**src/rtl/phase_frame_deserializer.sv**
```systemverilog
`default_nettype none
// ============================================================================
// Module   : phase_frame_deserializer
// Brief    : Serial-to-parallel front end for the ONN phase path. Hunts for
//            SYNC_PAT, shifts in N_PHASE words of PHASE_W bits (MSB first)
//            and publishes the packed frame over a valid/ready handshake.
//            Optional macro PHASE_FRAME_PARITY_EN adds a trailing even-parity
//            bit per frame; a failing frame is dropped and flagged.
// Revision : 1.0 - initial release
// ============================================================================
module phase_frame_deserializer #(
    parameter int                  PHASE_W  = 4,
    parameter int                  N_PHASE  = 15,
    parameter int                  SYNC_LEN = 8,
    parameter logic [SYNC_LEN-1:0] SYNC_PAT = 8'b1111_0000,
    parameter int                  CNT_W    = 8
) (
    input  logic                          clk,
    input  logic                          rst_n,
    input  logic                          bit_in,
    input  logic                          bit_en,
    input  logic                          phi_ready,
    input  logic                          clr_err,
    output logic [0:N_PHASE*PHASE_W-1]    phi_out,
    output logic                          phi_valid,
    output logic [CNT_W-1:0]              frame_cnt,
    output logic                          busy,
    output logic                          overrun,
    output logic                          parity_err
);

    localparam int                FRAME_BITS = N_PHASE * PHASE_W;
    localparam int                BC_W       = $clog2(FRAME_BITS);
    localparam logic [BC_W-1:0]   LAST_BIT   = BC_W'(FRAME_BITS - 1);

    typedef enum logic [1:0] {
        S_HUNT = 2'd0,
        S_RECV = 2'd1,
        S_PAR  = 2'd2
    } state_t;

    state_t                  state;
    logic [SYNC_LEN-1:0]     sync_sr;
    logic [BC_W-1:0]         bit_cnt;
    logic [0:FRAME_BITS-1]   payload;

    logic [SYNC_LEN-1:0]     w_sync_next;
    logic [0:FRAME_BITS-1]   w_shift;
    logic [0:FRAME_BITS-1]   w_frame;
    logic                    w_done;
    logic                    w_can_load;

    // Next values of the shifters: sync enters at the LSB, payload fills
    // toward the high index so the first payload bit ends up at index 0.
    assign w_sync_next = {sync_sr[SYNC_LEN-2:0], bit_in};
    assign w_shift     = {payload[1:FRAME_BITS-1], bit_in};
    assign w_can_load  = !phi_valid || phi_ready;

`ifdef PHASE_FRAME_PARITY_EN
    logic w_par_ok;
    logic perr_r;

    // Frame completes on the parity bit; even parity over the stored payload.
    assign w_par_ok   = (bit_in == ^payload);
    assign w_done     = bit_en && (state == S_PAR) && w_par_ok;
    assign w_frame    = payload;
    assign parity_err = perr_r;
`else
    // Frame completes on the last payload bit; publish the shifted-in word.
    assign w_done     = bit_en && (state == S_RECV) && (bit_cnt == LAST_BIT);
    assign w_frame    = w_shift;
    assign parity_err = 1'b0;
`endif

    // Control FSM plus registered output/handshake/error state.
    always_ff @(posedge clk or negedge rst_n) begin
        if (!rst_n) begin
            state     <= S_HUNT;
            sync_sr   <= '0;
            bit_cnt   <= '0;
            payload   <= '0;
            phi_out   <= '0;
            phi_valid <= 1'b0;
            frame_cnt <= '0;
            busy      <= 1'b0;
            overrun   <= 1'b0;
`ifdef PHASE_FRAME_PARITY_EN
            perr_r    <= 1'b0;
`endif
        end else begin
            // Consumer accept; a publish below in the same cycle overrides.
            if (phi_valid && phi_ready) begin
                phi_valid <= 1'b0;
            end

            // Clear first so that a same-cycle set event takes priority.
            if (clr_err) begin
                overrun <= 1'b0;
`ifdef PHASE_FRAME_PARITY_EN
                perr_r  <= 1'b0;
`endif
            end

            if (w_done) begin
                if (w_can_load) begin
                    phi_out   <= w_frame;
                    phi_valid <= 1'b1;
                    frame_cnt <= frame_cnt + 1'b1;
                end else begin
                    overrun   <= 1'b1;
                end
            end

            if (bit_en) begin
                case (state)
                    S_HUNT: begin
                        if (w_sync_next == SYNC_PAT) begin
                            state   <= S_RECV;
                            busy    <= 1'b1;
                            sync_sr <= '0;
                            bit_cnt <= '0;
                        end else begin
                            sync_sr <= w_sync_next;
                        end
                    end
                    S_RECV: begin
                        payload <= w_shift;
                        if (bit_cnt == LAST_BIT) begin
                            bit_cnt <= '0;
`ifdef PHASE_FRAME_PARITY_EN
                            state   <= S_PAR;
`else
                            state   <= S_HUNT;
                            busy    <= 1'b0;
`endif
                        end else begin
                            bit_cnt <= bit_cnt + 1'b1;
                        end
                    end
`ifdef PHASE_FRAME_PARITY_EN
                    S_PAR: begin
                        state <= S_HUNT;
                        busy  <= 1'b0;
                        if (!w_par_ok) begin
                            perr_r <= 1'b1;
                        end
                    end
`endif
                    default: begin
                        state <= S_HUNT;
                        busy  <= 1'b0;
                    end
                endcase
            end
        end
    end

endmodule
`default_nettype wire

```
**config.mk**
```make
export PLATFORM = sky130hd
export DESIGN_NAME = phase_frame_deserializer
export DESIGN_NICKNAME = d
export VERILOG_FILES = /design/src/rtl/phase_frame_deserializer.sv
export SDC_FILE = /design/constraint.sdc
export NUM_CORES = 1
export LEC_CHECK = 0
export BUFFER_PORTS_ARGS = -buffer_cell sky130_fd_sc_hd__buf_4
export CAP_MARGIN = 20
export CORE_UTILIZATION = 60
export DETAILED_ROUTE_END_ITERATION = 10
export GPL_ROUTABILITY_DRIVEN = 0
export MAX_ROUTING_LAYER = met4
export PLACE_DENSITY = 0.83
export SLEW_MARGIN = 20
export SYNTH_ARGS = -nofsm -noshare
export SYNTH_HDL_FRONTEND = slang
export SYNTH_SLANG_ARGS = --single-unit
export TNS_END_PERCENT = 1
```
**constraint.sdc**
```tcl
create_clock -name clk -period 3.2 [get_ports clk]
set_input_delay 0.48 -clock clk [delete_from_list [all_inputs] [get_ports clk]]
set_output_delay 0.48 -clock clk [all_outputs]
set_load 0.05 [all_outputs]
```
==> metrics.txt <==
# TYPE chip_impl_metric gauge
chip_impl_metric{name="synthesis.area",unit="um2"} 5840
chip_impl_metric{name="die_w",unit="um"} 101
chip_impl_metric{name="overall_fraction_of_global_route_tracks_in_use",unit="%"} 22.5
chip_impl_info{name="reg_to_reg_endpoint",value="phi_out[40]"} 1
chip_impl_metric{name="number_of_clock_sinks_seen_by_cts",unit=""} 143
chip_impl_metric{name="power_density",unit="nW/um2"} 577
chip_impl_metric{name="synth-seq-cells",unit=""} 143
chip_impl_metric{name="timing.critical_path.slowest_cell_delay",unit="ps"} 620
chip_impl_metric{name="number_of_antenna_violations_at_the_first_check_in_global_routing",unit=""} 0
chip_impl_metric{name="initialDrtViolationCount",unit=""} 122
chip_impl_metric{name="fin_tns_setup",unit="ps"} 0
chip_impl_metric{name="dpl.hpwl",unit="mm"} 6.04
chip_impl_metric{name="critPathArrivalTime",unit="ps"} 2650
chip_impl_info{name="postSynth.topFlopCell",value="dfrtp_1"} 1
chip_impl_metric{name="synth.yosys.seq_area_share",unit="%"} 61.3
chip_impl_metric{name="design.portCount",unit=""} 78
chip_impl_info{name="cts_root_buf",value="clkbuf_8"} 1
chip_impl_metric{name="antenna_cells",unit=""} 0
chip_impl_metric{name="synth_largest_type_area_fraction",unit="%"} 61.3
chip_impl_info{name="slowest_stage",value="buf_4"} 1
chip_impl_metric{name="timing.reg2reg.worst_path_depth",unit=""} 5
chip_impl_info{name="setup_repair_after_global_routing_missed_its_margin",value="false"} 1
chip_impl_metric{name="via_count",unit=""} 3207
chip_impl_metric{name="cts_max_path_buffers",unit=""} 2
chip_impl_metric{name="final_layout_size_suffix_gt1_share",unit="%"} 53.5
chip_impl_info{name="synthTopCellsByCount",value="143 x dfrtp_1, 64 x mux2_2, 57 x mux2_4"} 1
chip_impl_metric{name="die_h",unit="um"} 101
chip_impl_metric{name="viasPerCell",unit=""} 5.50
chip_impl_metric{name="synth_enable_flop_cells",unit=""} 0
chip_impl_info{name="cts_tree",value="built"} 1
chip_impl_metric{name="coreArea",unit="um2"} 9330
chip_impl_metric{name="synth_area_per_cell",unit="um2"} 16.3
chip_impl_metric{name="critical_path_depth",unit=""} 5
chip_impl_metric{name="ir_worst_vdd",unit="mV"} 0.345
chip_impl_metric{name="areaGrowthSynthToFinish",unit="%"} 19.8
chip_impl_metric{name="required_worst_endpoint",unit="ps"} 3610
chip_impl_metric{name="clkSlewWorstSetupHoldPaths",unit="ps"} 60
chip_impl_metric{name="max_fclk",unit="MHz"} 445
chip_impl_metric{name="nNetsFinal",unit=""} 449
chip_impl_info{name="timing.critical_path.max_delay_family",value="buffers and inverters"} 1
chip_impl_metric{name="number_of_buffers_and_inverters_on_the_critical_path",unit=""} 1
chip_impl_info{name="critical_path_class",value="flip-flop to flip-flop"} 1
chip_impl_info{name="yosysMostFrequentCell",value="dfrtp_1"} 1
chip_impl_metric{name="slew_viol_final",unit=""} 0
chip_impl_metric{name="async_reset_ff_share",unit="%"} 100
chip_impl_metric{name="cts_made_buffers",unit=""} 17
chip_impl_metric{name="finClkSkew",unit="ps"} 7.72
chip_impl_metric{name="timing.critical_path.fanout_max",unit=""} 41
chip_impl_metric{name="power_leakage",unit="uW"} 0.00361
chip_impl_metric{name="drt-wirelength-per-cell",unit="um"} 17.3
chip_impl_metric{name="via_count_of_the_first_global_routing_pass",unit=""} 3318
chip_impl_metric{name="fill_cells",unit=""} 571
chip_impl_info{name="rr_startpoint",value="bit_cnt[0]"} 1
chip_impl_metric{name="max_slew.worst_pin.slew",unit="ps"} 772
chip_impl_metric{name="ctsHoldBuffers",unit=""} 0
chip_impl_metric{name="post_synth_num_cell_types",unit=""} 37
chip_impl_metric{name="final_min_period_over_clock_period",unit="%"} 70.2
chip_impl_metric{name="netlist_instances",unit=""} 359
chip_impl_metric{name="drt_pre_antenna_iters",unit=""} 5
chip_impl_metric{name="remaining_drc_errors",unit=""} 0
chip_impl_metric{name="initial_utilization",unit="%"} 62.6
chip_impl_metric{name="maximum_number_of_pins_on_one_net_before_global_route_repair",unit=""} 87
chip_impl_metric{name="portBuffers",unit=""} 76
chip_impl_metric{name="detail-route-antenna-nets",unit=""} 0
chip_impl_info{name="cp-end-kind",value="flip-flop"} 1
chip_impl_info{name="hold_class",value="input pin to async pin"} 1
chip_impl_metric{name="setup.reg_to_reg.worst_slack",unit="ps"} 950
chip_impl_metric{name="post_cts_buffers",unit=""} 0
chip_impl_metric{name="global_route_wire_length_before_repair",unit="mm"} 16.6
chip_impl_metric{name="synthesis.yosys.warnings",unit=""} 0
chip_impl_info{name="timing.critical_path.cells",value="ha_1, nand2b_1, nor4b_4, buf_4, mux2_2"} 1
chip_impl_metric{name="cap_violations",unit=""} 0
chip_impl_metric{name="finalHoldViolations",unit=""} 0
chip_impl_metric{name="setup_viol_count_final",unit=""} 0
chip_impl_metric{name="core.rowCount",unit=""} 35
chip_impl_metric{name="drt_wl_total",unit="mm"} 10.1
chip_impl_metric{name="fp.dieArea",unit="um2"} 10100
chip_impl_metric{name="power",unit="uW"} 4040
chip_impl_info{name="synth_area_leaders",value="dfrtp_1 61%, mux2_4 15%, mux2_2 12%"} 1
chip_impl_info{name="status",value="finished clean"} 1
chip_impl_info{name="timing.critical_path.from_type",value="flip-flop"} 1
chip_impl_metric{name="globalRouteOverflowTotal",unit=""} 0
chip_impl_metric{name="clock_latency",unit="ps"} 530
chip_impl_metric{name="cts-htree-levels",unit=""} 4
chip_impl_metric{name="synth_nets",unit=""} 367
chip_impl_info{name="cell_type_with_the_highest_aggregate_area_in_the_netlist",value="dfrtp_1"} 1
chip_impl_metric{name="cts_repair_resize_count",unit=""} 0
chip_impl_metric{name="relSlewSlack",unit="%"} 48.5
chip_impl_metric{name="fin_crit",unit="ps"} 2250
==> layout by cell type, fill, tap and decap left out, types with 4 or more instances in the layout <==
master,count
dfrtp_1,143
clkbuf_16,16
nand3_1,7
clkinv_4,4
inv_6,6
xor2_1,6
buf_4,78
nand2_1,22
mux2_4,57
a22o_1,4
mux2_2,64
o21ai_0,4
==> through the flow <==
step | instances | utilization, % | hold WS [ps] | cell area, um2 | setup slack [ps]
after floorplan | 359 | - | 184 | 5840 | 1240
after global routing | 583 | 75.0 | 76.9 | 7000 | 845
after global placement | 551 | 68.9 | 457 | 6430 | 1030
after detailed placement | 551 | 68.9 | 464 | 6430 | 962
after CTS | 583 | 75.0 | 37.8 | 7000 | 960
final | 583 | 75.0 | 16.6 | 7000 | 955
==> flip-flops by register name, summed over array words and instances, names as in the netlist <==
name       count
phi_out       60
frame_cnt      8
sync_sr        7
payload       59
busy           1
overrun        1
phi_valid      1
bit_cnt        6
==> report_power, final <==
part	switching (uW)	internal, uW
logic	104	93.9
registers	80.7	1890
clock network	813	1050
total	997	3040
==> cell families after synthesis <==
group	Yosys count	share of synthesized area (%)
XOR/XNOR	9	1.61
AO/OA/AOI/OAI	14	1.69
flip-flops	143	61.3
multiplexers	121	27.0
AND/OR/NAND/NOR	51	4.65
adder cells (fa/ha/maj)	2	0.428
other	1	0.0642
buffers and inverters	18	3.28
==> worst max path at each step <==
stage	startpoint	to	slack [ps]
after detailed placement	bit_en	payload[38]	960
after global routing	bit_cnt[0]	phi_out[43]	840
after CTS	bit_cnt[0]	phi_out[42]	960
final	bit_cnt[0]	phi_out[40]	950
after global placement	bit_en	payload[34]	1030
after floorplan	busy	frame_cnt[1]	1240
==> worst reg2reg max path, delay by kind of cell, from the launching register on <==
kind / cells / cell delay [ps]
flops: 1 / 390
simple gates: 2 / 410
buf+inv: 1 / 620
mux: 1 / 440
fa+ha+maj: 1 / 270
==> layout make-up <==
cell class / count / area [um2] / share of cell area [%]
Clock inverter: 15 / 151 / 2.16
Tap cell: 129 / 161 / 2.31
Clock buffer: 17 / 414 / 5.92
Inverter: 1 / 3.75 / 0.0536
Multi-Input combinational cell: 198 / 2070 / 29.6
Timing Repair Buffer: 80 / 617 / 8.82
Sequential cell: 143 / 3580 / 51.1
==> per-layer routing <==
| metal | share of wire (%) | wire length (um) | global-route usage, % |
|---|---|---|---|
| met5 | 0 | 0 | - |
| met3 | 4.2 | 425 | 5.76 |
| met1 | 45 | 4530 | 28.6 |
| met4 | 1.9 | 197 | 9.81 |
| met2 | 49 | 4960 | 34.4 |
Power figures use the tool's default switching activity.
